===== src/rtl/store_buffer_pkg.sv =====
// Shared widths, default depth, drain-FSM encoding and store lane masks for the store buffer.
package store_buffer_pkg;

  localparam int DWIDTH       = 32;
  localparam int AWIDTH       = 32;
  localparam int SB_DEPTH_DEF = 4;

  typedef enum logic {
    SB_IDLE = 1'b0,
    SB_REQ  = 1'b1
  } sb_state_e;

  localparam logic [3:0] MASK_BYTE = 4'b0001;
  localparam logic [3:0] MASK_HALF = 4'b0011;
  localparam logic [3:0] MASK_WORD = 4'b1111;

endpackage


===== src/rtl/store_buffer_align.sv =====
// Lane aligner: moves LSB-justified store data and mask into the byte lanes selected by addr[1:0].
// With STORE_BUFFER_MISALIGN_EN defined it also flags halves/words that cross their natural boundary.
module store_buffer_align
  import store_buffer_pkg::*;
(
  input  logic [AWIDTH-1:0] addr_i,
  input  logic [DWIDTH-1:0] data_i,
  input  logic [3:0]        mask_i,
  output logic [AWIDTH-1:0] addr_o,
  output logic [DWIDTH-1:0] data_o,
  output logic [3:0]        be_o
`ifdef STORE_BUFFER_MISALIGN_EN
  ,
  output logic              misalign_o
`endif
);

  logic [1:0] sh;

  assign sh     = addr_i[1:0];
  assign addr_o = {addr_i[AWIDTH-1:2], 2'b00};
  // Lanes pushed past lane 3 simply fall off the top of the word.
  assign be_o   = mask_i << sh;
  assign data_o = data_i << {sh, 3'b000};

`ifdef STORE_BUFFER_MISALIGN_EN
  assign misalign_o = ((mask_i == MASK_HALF) && addr_i[0]) ||
                      ((mask_i == MASK_WORD) && (sh != 2'b00));
`endif

endmodule


===== src/rtl/store_buffer.sv =====
// Posted-write store buffer: aligns stores, queues them in order, drains over req/ack, flags load hazards.
// Optional STORE_BUFFER_MISALIGN_EN rejects misaligned half/word stores and exposes sb_o_misalign.
module store_buffer
  import store_buffer_pkg::*;
#(
  parameter int SB_DEPTH = SB_DEPTH_DEF,
  parameter int PTR_W    = $clog2(SB_DEPTH)
) (
  input  logic              sb_i_clk,
  input  logic              sb_i_rst,
  input  logic              sb_i_wr_en,
  input  logic [AWIDTH-1:0] sb_i_addr,
  input  logic [DWIDTH-1:0] sb_i_store_data,
  input  logic [3:0]        sb_i_store_mask,
  output logic              sb_o_full,
  output logic              sb_o_empty,
  input  logic              sb_i_ld_en,
  input  logic [AWIDTH-1:0] sb_i_ld_addr,
  output logic              sb_o_ld_hazard,
  output logic              sb_o_mem_req,
  output logic [AWIDTH-1:0] sb_o_mem_addr,
  output logic [DWIDTH-1:0] sb_o_mem_data,
  output logic [3:0]        sb_o_mem_be,
  input  logic              sb_i_mem_ack
`ifdef STORE_BUFFER_MISALIGN_EN
  ,
  output logic              sb_o_misalign
`endif
);

  localparam logic [PTR_W:0] CNT_FULL = (PTR_W+1)'(SB_DEPTH);
  localparam logic [PTR_W:0] CNT_ONE  = (PTR_W+1)'(1);
  localparam logic [PTR_W:0] CNT_ZERO = '0;

  logic [AWIDTH-1:0] al_addr;
  logic [DWIDTH-1:0] al_data;
  logic [3:0]        al_be;
  logic              al_misalign;

  logic [AWIDTH-1:0] ent_addr_q [SB_DEPTH];
  logic [DWIDTH-1:0] ent_data_q [SB_DEPTH];
  logic [3:0]        ent_be_q   [SB_DEPTH];

  sb_state_e         state_q;
  logic [PTR_W:0]    count_q, count_d;
  logic [PTR_W-1:0]  wr_ptr_q, rd_ptr_q, rd_ptr_nx;
  logic              full_q;
  logic              mem_req_q;
  logic [AWIDTH-1:0] mem_addr_q;
  logic [DWIDTH-1:0] mem_data_q;
  logic [3:0]        mem_be_q;

  logic              push, pop;
  logic              hit;
  logic [PTR_W-1:0]  off;
  logic              unused_ld_lsb;

  store_buffer_align u_align (
    .addr_i     (sb_i_addr),
    .data_i     (sb_i_store_data),
    .mask_i     (sb_i_store_mask),
    .addr_o     (al_addr),
    .data_o     (al_data),
    .be_o       (al_be)
`ifdef STORE_BUFFER_MISALIGN_EN
    ,
    .misalign_o (al_misalign)
`endif
  );

`ifdef STORE_BUFFER_MISALIGN_EN
  assign sb_o_misalign = sb_i_wr_en && al_misalign;
`else
  assign al_misalign = 1'b0;
`endif

  // full_q mirrors count == SB_DEPTH, so a store offered while full is dropped even if a pop lands.
  assign push      = sb_i_wr_en && !full_q && (sb_i_store_mask != 4'b0000) && !al_misalign;
  assign pop       = (state_q == SB_REQ) && sb_i_mem_ack;
  assign rd_ptr_nx = rd_ptr_q + 1'b1;

  always_comb begin
    count_d = count_q;
    if (push && !pop)
      count_d = count_q + 1'b1;
    else if (pop && !push)
      count_d = count_q - 1'b1;
  end

  always_ff @(posedge sb_i_clk) begin
    if (push) begin
      ent_addr_q[wr_ptr_q] <= al_addr;
      ent_data_q[wr_ptr_q] <= al_data;
      ent_be_q[wr_ptr_q]   <= al_be;
    end
  end

  always_ff @(posedge sb_i_clk or negedge sb_i_rst) begin
    if (!sb_i_rst) begin
      state_q    <= SB_IDLE;
      count_q    <= '0;
      wr_ptr_q   <= '0;
      rd_ptr_q   <= '0;
      full_q     <= 1'b0;
      mem_req_q  <= 1'b0;
      mem_addr_q <= '0;
      mem_data_q <= '0;
      mem_be_q   <= '0;
    end else begin
      count_q <= count_d;
      full_q  <= (count_d == CNT_FULL);
      if (push)
        wr_ptr_q <= wr_ptr_q + 1'b1;
      if (pop)
        rd_ptr_q <= rd_ptr_nx;

      case (state_q)
        SB_IDLE: begin
          if (count_q != CNT_ZERO) begin
            state_q    <= SB_REQ;
            mem_req_q  <= 1'b1;
            mem_addr_q <= ent_addr_q[rd_ptr_q];
            mem_data_q <= ent_data_q[rd_ptr_q];
            mem_be_q   <= ent_be_q[rd_ptr_q];
          end
        end
        SB_REQ: begin
          if (sb_i_mem_ack) begin
            // More than one entry queued: the next head is already stored, present it back-to-back.
            if (count_q != CNT_ONE) begin
              mem_addr_q <= ent_addr_q[rd_ptr_nx];
              mem_data_q <= ent_data_q[rd_ptr_nx];
              mem_be_q   <= ent_be_q[rd_ptr_nx];
            end else begin
              state_q    <= SB_IDLE;
              mem_req_q  <= 1'b0;
              mem_addr_q <= '0;
              mem_data_q <= '0;
              mem_be_q   <= '0;
            end
          end
        end
        default: state_q <= SB_IDLE;
      endcase
    end
  end

  // An entry is live when its distance from the read pointer is below the occupancy count.
  always_comb begin
    hit = 1'b0;
    off = '0;
    for (int i = 0; i < SB_DEPTH; i++) begin
      off = PTR_W'(i) - rd_ptr_q;
      if (({1'b0, off} < count_q) &&
          (ent_addr_q[PTR_W'(i)][AWIDTH-1:2] == sb_i_ld_addr[AWIDTH-1:2]))
        hit = 1'b1;
    end
  end

  assign unused_ld_lsb  = ^sb_i_ld_addr[1:0];

  assign sb_o_ld_hazard = sb_i_ld_en && hit;
  assign sb_o_full      = full_q;
  assign sb_o_empty     = (count_q == CNT_ZERO) && (state_q == SB_IDLE);
  assign sb_o_mem_req   = mem_req_q;
  assign sb_o_mem_addr  = mem_addr_q;
  assign sb_o_mem_data  = mem_data_q;
  assign sb_o_mem_be    = mem_be_q;

endmodule


===== config.mk =====
export PLATFORM = sky130hd
export DESIGN_NAME = store_buffer
export DESIGN_NICKNAME = d
export VERILOG_FILES = /design/src/rtl/store_buffer_pkg.sv /design/src/rtl/store_buffer_align.sv /design/src/rtl/store_buffer.sv
export SDC_FILE = /design/constraint.sdc
export NUM_CORES = 1
export LEC_CHECK = 0
export ABC_AREA = 1
export BUFFER_PORTS_ARGS = -buffer_cell sky130_fd_sc_hd__buf_4
export CAP_MARGIN = 30
export CORE_ASPECT_RATIO = 1.4
export CORE_MARGIN = 2
export CORE_UTILIZATION = 61
export CTS_BUF_LIST = sky130_fd_sc_hd__clkbuf_2 sky130_fd_sc_hd__clkbuf_4 sky130_fd_sc_hd__clkbuf_8
export DETAILED_ROUTE_END_ITERATION = 8
export PLACE_DENSITY = 0.82
export RECOVER_POWER = 100
export SLEW_MARGIN = 25
export SYNTH_ARGS = -nofsm -noshare
export SYNTH_HDL_FRONTEND = slang
export SYNTH_SLANG_ARGS = --single-unit

===== constraint.sdc =====
create_clock -name sb_i_clk -period 4.9 [get_ports sb_i_clk]
set_input_delay 0.98 -clock sb_i_clk [delete_from_list [all_inputs] [get_ports sb_i_clk]]
set_output_delay 0.98 -clock sb_i_clk [all_outputs]
set_load 0.03 [all_outputs]

# Yosys cells after proc, flatten, opt, wreduce, memory -nomap -nowiden
# Memory sizes are Yosys's and may differ from the RTL's.
# Index checks and enable logic that the tools add are counted.
# word_totals
in_bits,105
mem_bits_ro,0
reg_bits,78
n_memories,3
wordCells,83
output_inout_bits,72
latch_bits,0
mem_bits_rw,264
# classes
n_reduce_logical,19
add_sub_neg,8
eq_ne,9
n_lt_le_gt_ge,4
div_mod_pow,0
n_shift,2
mul,0
muxes,28
bitwise,1
# mem_list
memory,depth,width,read_ports,rd_clocked_by_memory_dff,wr,line,rtl
ent_data_q,4,32,2,0,1,store_buffer.sv:41,logic [DWIDTH-1:0] ent_data_q [SB_DEPTH];
ent_addr_q,4,30,6,0,1,store_buffer.sv:40,logic [AWIDTH-1:0] ent_addr_q [SB_DEPTH];
ent_be_q,4,4,2,0,1,store_buffer.sv:42,logic [3:0] ent_be_q [SB_DEPTH];
# op_table
cell,count
$mux W32,6
$pmux W32 S2,2
$eq A30 B30 Y1,4
$shl A32 B5 Y32,1
$lt A2 B3 Y1,4
$mux W1,12
$mux W4,3
$logic_and A1 B1 Y1,11
$pmux W4 S2,1
$mux W3,2
$ne A2 B2 Y1 const B,3
$add A2 B1 Y2 const B,2
$pmux W1 S2,2
$reduce_bool A4 Y1,1
$shl A4 B2 Y4,1
$sub A1 B2 Y2 const A,2
$sub A2 B2 Y2 const A,2
$add A3 B1 Y3 const B,1
$eq A3 B3 Y1 const B,1
$logic_not A1 Y1,3
$logic_not A3 Y1,1
$ne A3 B1 Y1 const B,1
$reduce_and A3 Y1,1
$reduce_bool A3 Y1,1
3 further kinds,3

# Longest topological paths before layout
# Gate-level depths: netlist (run 1).
# logic_depth
ltp_word,8
mapped_depth,16
depth_no_buf,14

# Hierarchy
# From an unflattened synthesis (run 1), not the netlist that was laid out.
# unflattened
hier_cells,1879
area_unflattened_um2,17735.8
# modules_own_cells
module,cells_per_inst,n_inst,area_each_um2,seq_area_each_um2
store_buffer,1661,1,16678.5,10119.7
store_buffer_align,218,1,1057.3,0.0

# Least setup slack after synthesis (run 1)
# OpenSTA, ideal clock, no wires.
# synth_timing
path_kind,input -> register
start,input sb_i_store_mask[3]
end,"memory ent_addr_q[0][0] in the netlist's numbering, enable pin"
t_required_ns,4.409
stages,4
t_arrival_ns,4.007
path_buffers,0
setup_slack_ns,0.402
setup_ns,0.491
cell_sequence,nor2_1 nand2_1 nand3_2 nor2_1
# synth_between
elab_chain_len,4
# synth_lines
element,line,rtl
from (decl),store_buffer.sv:14,"input logic [3:0] sb_i_store_mask,"
$reduce_bool A4 Y1,store_buffer.sv:78,assign push = sb_i_wr_en && !full_q && (sb_i_store_mask != 4'b0000) && !al_misalign;
$logic_and A1 B1 Y1,store_buffer.sv:78,
$mux W1,store_buffer.sv:91,if (push) begin
$mux W1 (not written as such),store_buffer.sv:92,ent_addr_q[wr_ptr_q] <= al_addr;
to (decl),store_buffer.sv:40,
# No other way between the ends.

# Worst setup path after layout (run 1)
# layout_timing
start,register state_q
end,register mem_addr_q[17] (netlist: sb_o_mem_addr[17])
# layout_between
elab_chain_len,3
elab_cells_between_ends,5
cone_classes,2 x eq/ne; 1 x mux; 1 x bitwise; 1 x reduce/logical
# layout_lines
element,line,rtl
from (decl),store_buffer.sv:44,sb_state_e state_q;
from (signal assigned),store_buffer.sv:100,state_q <= SB_IDLE;
from (signal assigned),store_buffer.sv:120,state_q <= SB_REQ;
from (signal assigned),store_buffer.sv:135,state_q <= SB_IDLE;
$not A1 Y1,--,
$ne A2 B2 Y1 (no line),--,
$reduce_and A2 Y1 (no line),--,
to (signal assigned),store_buffer.sv:122,mem_addr_q <= ent_addr_q[rd_ptr_q];
to (signal assigned),store_buffer.sv:131,mem_addr_q <= ent_addr_q[rd_ptr_nx];
to (decl),store_buffer.sv:49,logic [AWIDTH-1:0] mem_addr_q;
# Several ways; a longest one is shown, not always the timed one.
# A chain may end at the register's enable or synchronous reset.

==> results of run 1 <==
-- power by group through the flow --
| stage | clock (uW) | combinational, uW | sequential [uW] |
|---|---|---|---|
| 2_1_floorplan | 0 | 2860 | 4900 |
| 3_3_place_gp | 0 | 4850 | 4410 |
| 3_5_place_dp | 0 | 4990 | 4440 |
| 4_1_cts | 2290 | 5010 | 4390 |
| 5_1_grt | 2410 | 5250 | 4460 |
| 6_report | 2270 | 4800 | 4390 |
-- synth_stat cells --
library cell    n  area share, %
o2111ai_1      10           0.52
conb_1          1          0.022
buf_2          43            1.3
o21ai_0        23           0.69
clkbuf_1       50            1.1
nor2_1        152            3.4
o211ai_1        1          0.045
nand3_1        12           0.36
nor2_2          1          0.037
xnor2_1        59            3.1
a21oi_1        72            2.2
ha_1           12           0.90
o22ai_1         9           0.34
nand2_2         2          0.075
nand2_1       512             12
nand4_1        63            2.4
o21ai_1        35            1.0
buf_1           9           0.20
a22oi_1       131            5.9
xor2_1         44            2.3
a31oi_1        27            1.0
inv_1          67            1.5
mux2i_1         8           0.48
edfxtp_1      264             47
buf_4           4           0.18
dfrtp_1        76             11
nor3_1          5           0.15
nand3_2         1          0.060
buf_6           1          0.067
o221ai_1        3           0.16
inv_2           6           0.13
-- path summary, 6_finish.rpt --
check,cells past startpoint,startpoint,slack (ps),to
min in group asynchronous,1,sb_i_rst,1450,count_q[2]
hold / removal,2,sb_o_mem_addr[28],520,sb_o_mem_addr[28]
setup / recovery,6,state_q,570,sb_o_mem_addr[17]
setup reg to reg,6,state_q,570,sb_o_mem_addr[17]
hold reg to reg,2,sb_o_mem_addr[28],520,sb_o_mem_addr[28]
max in group asynchronous,2,sb_i_rst,1320,sb_o_mem_data[15]
-- placed cells by master, fill, tap and decap left out, types with 2 or more instances in the layout --
cell,count
conb_1,2
nand3_1,13
buf_4,80
nor2_1,151
o2111ai_1,10
nand2_1,513
diode_2,3
a31oi_1,27
mux2i_1,8
clkbuf_4,16
nand4_1,63
a22oi_1,131
inv_1,67
xor2_1,44
o22ai_1,9
clkbuf_1,103
clkinv_2,5
o21ai_0,30
o21ai_1,27
inv_2,4
o221ai_1,3
clkbuf_2,3
dfrtp_1,76
clkbuf_8,59
buf_12,4
nor2_4,2
ha_1,12
clkinv_1,11
a21oi_1,71
edfxtp_1,264
nor3_1,5
xnor2_1,59
-- cell families (layout without fill, tap and decap cells) --
logic type      after synthesis  count (layout)  synth area share (%)
compound gates              311             311                  11.9
other cells                   1               5                0.0225
simple gates                748             748                  18.0
xor+xnor                    103             103                  5.40
mux                           8               8                 0.480
flops                       340             340                  58.9
buf+inv                     180             355                  4.50
fa+ha+maj                    12              12                 0.899
-- metrics by stage --
| step | worst slack, ps | power, uW |
|---|---|---|
| global placement | 1620 | 9260 |
| finish | 568 | 11500 |
| floorplan | 402 | 7770 |
| global route | 355 | 12100 |
| CTS | 931 | 11700 |
| detailed placement | 1570 | 9430 |
-- flip-flops by register name (all words and copies together), names as in the netlist --
register       cells
ent_be_q          16
count_q            3
sb_o_full          1
state_q            1
sb_o_mem_addr     30
sb_o_mem_req       1
ent_data_q       128
rd_ptr_q           2
sb_o_mem_data     32
ent_addr_q       120
wr_ptr_q           2
sb_o_mem_be        4
-- worst max-delay path, stage by stage, from the launching register on --
cell and delay [ps]:
dfrtp_1 400, inv_2 560, o21ai_4 100, nand2_1 2120
clkbuf_2 780, nor2_1 100, a31oi_1 160
-- final cells by class --
class | count | area share [%]
antenna | 3 | 0.0399
clock buffer | 74 | 4.91
clock inverter | 16 | 0.386
inverter | 73 | 1.47
multi-input combinational | 1184 | 32.7
sequential | 340 | 52.2
tap | 365 | 2.43
timing repair buffer | 192 | 5.85
-- metal layers --
layer	up-vias	share of wire [%]
met2	671	51
met3	171	7.9
met1	6476	35
met4	2	6.3
met5	-	0.036
li1	6202	-
==> results.json, run 1 <==
{
  "dp_hpwl_mm": 28.2,
  "clockPowerShare_pct": 19.8,
  "fillers": 2034,
  "cts_max_level": 2,
  "grtUsageMet2_pct": 55.4,
  "multi_input_area_sq_um": 6150,
  "ys_seq_area_share_pct": 58.9,
  "setup_viol": 0,
  "vias": 13500,
  "clk_latency_ps": 600,
  "combPwrFrac_pct": 41.9,
  "rsz0062_at_grt": "no",
  "rows": 71,
  "via_per_inst": 6.02,
  "chipWidth_um": 144,
  "ys_warn_count": 0,
  "grt_use_total_pct": 31.6,
  "antenna_found_initial": 5,
  "p_leak_uw": 0.00727,
  "io_buffer_count": 172,
  "clk_pin_slew_ps": 70,
  "worst-endpoint-required_ps": 5410,
  "cts-resized-gates": 0,
  "seqPwrFrac_pct": 38.3,
  "min_path_type": "reg2reg",
  "switching_share_pct": 43.1,
  "busiest_layer": "met2",
  "grt_first_pass_wirelength_mm": 68.8,
  "drt_wl_total_mm": 45.0,
  "finalHoldViolCount": 0,
  "dpl_cell_area_sq_um": 18200,
  "power_switching_uw": 4940,
  "drt_iter0_drc": 1219,
  "worstMarginPinSlew_ps": 3170,
  "grt_pass1_vias": 13400,
  "crit_path_start_kind": "flop",
  "max_freq_ghz": 0.231,
  "hold_slack_ps": 522,
  "fin_crit_ps": 4330,
  "post-cts-setup-buffers": 0,
  "global_route.usage.met1_pct": 35.7,
  "crit_fanout": 72,
  "fp.coreArea_sq_um": 26900,
  "drtAntennaViolNets": 0,
  "stdcell_area_sq_um": 18800,
  "synth_cell_types": 31,
  "drive_gt1_share_pct": 9.53,
  "start_util_pct": 62.0,
  "numCtsBuffers": 50,
  "netlist_area_sq_um": 16700,
  "grt_overflow_total": 0,
  "path_class": "reg2reg",
  "powerDensity_nw_per_um2": 609,
  "fin_cells": 2247,
  "maxCapViolCount": 7,
  "wl_per_cell_um": 20.0,
  "fp.dieArea_sq_um": 28700,
  "ios": 177,
  "layout.nets": 1958,
  "ir_drop_v": 0.000388,
  "cts.path.max_buffers": 3,
  "max_slew_margin_pct": -112,
  "violations": "max-capacitance violations, max-slew violations",
  "worst_setup_path_end_kind": "flop",
  "crit_arrival_ps": 4840,
  "fin_setup_tns_ps": 0,
  "post-place-cells": 2153,
  "grt_max_degree": 98,
  "report.final.slew_viol_count": 281,
  "synth-seq-cells": 340,
  "die_h_um": 200,
  "place_congestion": 0.879,
  "p_int_uw": 6520,
  "cts_tree": "done",
  "fin_crit_sh_pct": 88.4,
  "cts_sinks": 340,
  "grtUsageMet3_pct": 4.96,
  "drc": 0,
  "area_growth_pct": 12.7,
  "first_pass_iters": 5,
  "cts-root-buf": "clkbuf_8",
  "skew_ps": 29.9,
  "final_core_util_pct": 69.9,
  "ctsHoldBuffers": 0,
  "regArea_sq_um": 9830,
  "outcome": "complete, but fails checks",
  "syn-instance-count": 1703,
  "syn_avg_cell_area_sq_um": 9.81
}
Power figures use the tool's default switching activity.
==> run 2: changes to the inputs <==
--- a/config.mk
+++ b/config.mk
@@ -13,7 +13,7 @@
 export CORE_UTILIZATION = 61
 export CTS_BUF_LIST = sky130_fd_sc_hd__clkbuf_2 sky130_fd_sc_hd__clkbuf_4 sky130_fd_sc_hd__clkbuf_8
 export DETAILED_ROUTE_END_ITERATION = 8
-export PLACE_DENSITY = 0.82
+export PLACE_DENSITY = 0.81
 export RECOVER_POWER = 100
 export SLEW_MARGIN = 25
 export SYNTH_ARGS = -nofsm -noshare
==> run 2 against run 1 <==
Against the previous run: the run still ends with max-capacitance violations, max-slew violations left; setup slack lost 37 ps; final cell count up 0.31%; design area up 0.55%; critical endpoint is now ent_data_q[2][22]; largest cell class unchanged.
==> results.json, run 2 (same netlist as run 1, synthesis figures left out) <==
{
  "cts_max_level": 2,
  "first_pass_iters": 5,
  "crit_fanout": 51,
  "vias": 13500,
  "grt_pass1_vias": 13800,
  "drive_gt1_share_pct": 9.87,
  "setup_viol": 0,
  "reg2regPathDepth": 6,
  "drtAntennaViolNets": 0,
  "worstMarginPinSlew_ps": 3310,
  "fin_crit_ps": 4370,
  "crit_path_start": "sb_i_store_mask[1]",
  "fp.coreArea_sq_um": 26900,
  "top_register": "ent_data_q",
  "violations": "max-capacitance violations, max-slew violations",
  "fillers": 2106,
  "antenna_found_initial": 5,
  "maxCapViolCount": 8,
  "ios": 177,
  "worst-endpoint-required_ps": 5100,
  "report.final.slew_viol_count": 267,
  "regToRegEndpoint": "sb_o_mem_addr[26]",
  "cts.path.max_buffers": 3,
  "path_class": "in2reg",
  "grt_first_pass_wirelength_mm": 69.8,
  "place_congestion": 0.881,
  "cts-resized-gates": 0,
  "fin_crit_sh_pct": 89.2,
  "ctsHoldBuffers": 0,
  "crit_path_start_kind": "input pin",
  "drc": 0,
  "r2r_slack_ps": 700,
  "clk_latency_ps": 610,
  "fp.dieArea_sq_um": 28700,
  "ir_drop_v": 0.000367,
  "start_util_pct": 62.0,
  "max_slew_margin_pct": -120,
  "max_freq_ghz": 0.229,
  "outcome": "complete, but fails checks",
  "clk_pin_slew_ps": 60,
  "worst_setup_path_end_kind": "flop",
  "endpoint": "ent_data_q[2][22]",
  "finalHoldViolCount": 0,
  "report.power.total_uw": 11700,
  "cts_tree": "done",
  "crit_arrival_ps": 4570,
  "cts-root-buf": "clkbuf_8",
  "grt_overflow_total": 0,
  "p_leak_uw": 0.00734,
  "rows": 71,
  "largest_reg_flops": 128,
  "layout.nets": 1960,
  "wl_per_cell_um": 20.4,
  "final_common_cell": "nand2_1",
  "skew_ps": 19.8,
  "area_growth_pct": 13.3,
  "chipWidth_um": 144,
  "hold_slack_ps": 525,
  "grt_max_degree": 93,
  "min_path_type": "reg2reg",
  "powerDensity_nw_per_um2": 618,
  "cts_sinks": 340,
  "fin_setup_tns_ps": 0,
  "grt_use_total_pct": 32.2,
  "die_h_um": 200,
  "rsz0062_at_grt": "no",
  "final_cell_mix": "nand2_1, edfxtp_1, nor2_1, a22oi_1, clkbuf_1",
  "post-cts-setup-buffers": 0,
  "dp_hpwl_mm": 28.4,
  "drt_wl_total_mm": 46.1,
  "via_per_inst": 5.98,
  "numCtsBuffers": 51,
  "r2r-start": "state_q",
  "io_buffer_count": 172,
  "drt_iter0_drc": 1138
}
[run 2: cell types whose count changed in the layout (fill, tap and decap cells not counted), moves of 2 or more]
cell / change
bufinv_16: +4
clkbuf_1: +2
clkbuf_4: -2
clkbuf_8: -3
clkinv_1: -5
clkinv_2: +9
inv_6: +2
o21ai_0: -3
o21ai_1: +4
[run 2: report_power, final]
group	internal, uW	leakage (uW)	switching [uW]
combinational	1390	0.00343	3410
clock	1380	0.000595	1110
sequential	3920	0.00331	476
[run 2: how the worst min path moves through the flow]
stage	end	startpoint	slack [ps]	cells past startpoint
2_1_floorplan	count_q[2]	count_q[2]	540	1
3_3_place_gp	sb_o_mem_addr[28]	sb_o_mem_addr[28]	510	2
3_5_place_dp	sb_o_mem_data[24]	sb_o_mem_data[24]	520	2
4_1_cts	sb_o_mem_data[28]	sb_i_rst	460	1
5_1_grt	sb_o_mem_data[24]	sb_o_mem_data[24]	560	2
6_report	sb_o_mem_data[24]	sb_o_mem_data[24]	530	2
[run 2: worst max-delay path, stage by stage]
cell,delay [ps]
clkbuf_1,110
nor2_1,60
nand2_1,170
nand3_1,330
nor2_1,1440
clkbuf_2,1430
[run 2: metrics by stage]
step / utilization (%) / setup WS (ps) / instance area (sq um) / std cells
finish: 70.3 / 531 / 18900 / 2254
global route: 70.3 / 397 / 18900 / 2253
CTS: 71.8 / 911 / 19300 / 2247
detailed placement: 67.7 / 1570 / 18200 / 2152
global placement: 67.7 / 1620 / 18200 / 2152
floorplan: - / 402 / 16700 / 1704
[run 2: cell type report]
class                           instances  area (sq um)  area share (%)
Tap cell                              365           457            2.41
Clock inverter                         25           231            1.22
Sequential cell                       340          9830            52.0
Clock buffer                           70           876            4.63
Multi-Input combinational cell       1184          6140            32.4
Antenna cell                            4          10.0          0.0529
Inverter                               73           277            1.46
Timing Repair Buffer                  193          1100            5.83
[run 2: layer usage]
metal	vias to the layer above	track usage, %	routed length, um
met5	-	0	13
met4	2	19.6	2330
met3	147	5.27	3390
met2	684	58.2	24300
met1	6455	35.1	16000
li1	6202	-	-
==> run 3: changes to the inputs <==
--- a/config.mk
+++ b/config.mk
@@ -5,7 +5,7 @@
 export SDC_FILE = /design/constraint.sdc
 export NUM_CORES = 1
 export LEC_CHECK = 0
-export ABC_AREA = 1
+export ABC_AREA = 0
 export BUFFER_PORTS_ARGS = -buffer_cell sky130_fd_sc_hd__buf_4
 export CAP_MARGIN = 30
 export CORE_ASPECT_RATIO = 1.4
==> run 3 against run 2 <==
Against the previous run: the flow still finishes with violations (max-capacitance violations, max-slew violations); utilization rose by 0.065 points; sequential cell count stayed put; worst hold slack lost 6.1 ps; non-clock buffer count shrank 8; clock-buffer cell count increased by 7; critical path depth is 1 lower; clock power is 7% lower; die area decreased by 0.28%; global-route usage fell by 2.4 points; via count decreased by 22%; sequential power down 0.9%; synthesized area decreased by 0.28%; critical path type unchanged.
==> results.json, run 3 <==
{
  "outcome": "complete, but fails checks",
  "violations": "max-capacitance violations, max-slew violations",
  "synth_ff_type": "edfxtp_1",
  "synth_most_common_cell": "edfxtp_1",
  "rsz0062_at_grt": "no",
  "io_buffer_count": 172,
  "setup_viol": 0,
  "synth_cell_types": 36,
  "die_h_um": 199,
  "synth-async-reset-ratio_pct": 22.4,
  "hold_start": "sb_o_mem_addr[28]",
  "ctsHoldBuffers": 0,
  "max_slew_margin_pct": -92.4,
  "max_freq_ghz": 0.243,
  "synth-seq-cells": 340,
  "synth_common_cells": "edfxtp_1, mux4_2, xor2_1, a21oi_1, nor2_1",
  "top_register": "ent_data_q",
  "post-cts-setup-buffers": 0,
  "crit_path_start_kind": "input pin",
  "ys_warn_count": 0,
  "ir_drop_v": 0.000384,
  "chipWidth_um": 144,
  "grt_overflow_total": 0,
  "finalHoldViolCount": 0,
  "cts-root-buf": "clkbuf_8",
  "synth_top_area_share_pct": 47.6,
  "drc": 0,
  "crit_fanout": 37,
  "clk_pin_slew_ps": 60,
  "grt_first_pass_wirelength_mm": 62.7,
  "r2r-start": "sb_o_full",
  "powerDensity_nw_per_um2": 593,
  "largest_reg_flops": 128,
  "min_path_type": "reg2reg",
  "netlist_area_sq_um": 16700,
  "syn-instance-count": 1118,
  "synth_area_leaders": "edfxtp_1, mux4_2, dfrtp_1, xor2_1, a21oi_1",
  "drtAntennaViolNets": 0,
  "via_per_inst": 6.24,
  "cts_max_level": 2,
  "rows": 71,
  "worst_setup_path_end_kind": "flop",
  "p_leak_uw": 0.00669,
  "fp.dieArea_sq_um": 28700,
  "worst-endpoint-required_ps": 5100,
  "clk_latency_ps": 590,
  "final_cell_mix": "edfxtp_1, mux4_2, xor2_1, clkbuf_1, a21oi_1",
  "skew_ps": 23.7,
  "grt_max_degree": 87,
  "worstMarginPinSlew_ps": 2890,
  "cts-resized-gates": 0,
  "fin_crit_sh_pct": 84.0,
  "antenna_found_initial": 3,
  "cpLargestDelayFamily": "simple AND/OR/NAND/NOR gates",
  "ios": 177,
  "cp_slowest_cell": "and2_1",
  "hold_slack_ps": 519,
  "synth_top_cell_by_area": "edfxtp_1",
  "wl_per_cell_um": 24.6,
  "path_class": "in2reg",
  "place_congestion": 0.910,
  "synth_edf_count": 264,
  "max_stage_delay_ps": 1640,
  "syn_avg_cell_area_sq_um": 14.9,
  "drt_iter0_drc": 774,
  "first_pass_iters": 4,
  "area_growth_pct": 13.4,
  "cp_num_buf_inv": 2,
  "cts.path.max_buffers": 3,
  "vias": 10600,
  "grt_use_total_pct": 29.8,
  "crit_chain": "clkbuf_1 -> or4_1 -> and3b_1 -> and2_1 -> clkbuf_2",
  "start_util_pct": 62.1,
  "cts_tree": "done",
  "final_common_cell": "edfxtp_1",
  "drive_gt1_share_pct": 23.0,
  "fin_setup_tns_ps": 0,
  "drt_wl_total_mm": 41.8,
  "crit_arrival_ps": 4310,
  "numCtsBuffers": 51,
  "cts_sinks": 340,
  "dp_hpwl_mm": 26.6,
  "fp.coreArea_sq_um": 26800,
  "maxCapViolCount": 7,
  "ys_seq_area_share_pct": 59.0,
  "crit_path_start": "sb_i_store_mask[1]",
  "report.final.slew_viol_count": 234,
  "grt_pass1_vias": 10900,
  "fin_crit_ps": 4120,
  "layout.nets": 1403
}
-- run 3: cells by family (layout without fill, tap and decap cells) --
group,after synthesis,count (layout),synth area share [%]
flip-flops,340,340,59.0
AND/OR/NAND/NOR,232,232,6.64
AO/OA/AOI/OAI,172,172,5.40
multiplexers,152,152,19.1
XOR/XNOR,127,127,6.68
buffers and inverters,80,289,2.06
adder cells (fa/ha/maj),14,14,1.03
other,1,4,0.0225
-- run 3: worst paths after layout --
path | endpoint | slack (ps) | cells after the start
setup / recovery | ent_addr_q[2][0] | 780 | 5
hold / removal | sb_o_mem_addr[28] | 520 | 2
setup reg to reg | ent_addr_q[2][0] | 1100 | 3
hold reg to reg | sb_o_mem_addr[28] | 520 | 2
max in group asynchronous | sb_o_mem_data[3] | 1410 | 2
min in group asynchronous | sb_o_mem_data[9] | 1330 | 1
-- run 3: power by group --
group	total [uW]	internal (uW)	switching [uW]
logic	4530	1880	2650
registers	4360	3910	454
clock network	2310	1230	1080
-- run 3: through the flow --
step / cells / utilization (%) / instance area [sq um] / setup WS, ps / total power [uW]
after global routing: 1694 / 70.3 / 18900 / 525 / 11800
after detailed placement: 1597 / 67.9 / 18200 / 1100 / 9170
after CTS: 1692 / 71.8 / 19300 / 709 / 11500
final: 1695 / 70.4 / 18900 / 785 / 11200
after floorplan: 1119 / - / 16700 / 1640 / 7720
after global placement: 1596 / 67.9 / 18200 / 1060 / 9030
-- run 3: layout make-up --
class / count / area [sq um]
diodes: 2 / 5.00
clock buffers: 77 / 941
clock inverters: 18 / 83.8
fillers: 1936 / 7950
inverters: 9 / 33.8
multi-input cells: 699 / 6480
flip-flops and latches: 340 / 9840
well taps: 365 / 457
repair buffers: 185 / 1040
-- run 3: worst register-to-register path: stages, from the launching register on --
cell	delay, ps
dfrtp_1	380
and3b_1	410
and2_1	1640
clkbuf_2	970
-- run 3: per-layer routing --
| metal | part of all wire, % | global-route usage (%) |
|---|---|---|
| met1 | 36 | 35.6 |
| met5 | 0.031 | 0 |
| met4 | 5.4 | 15.2 |
| met3 | 6.8 | 4.58 |
| met2 | 52 | 52.4 |
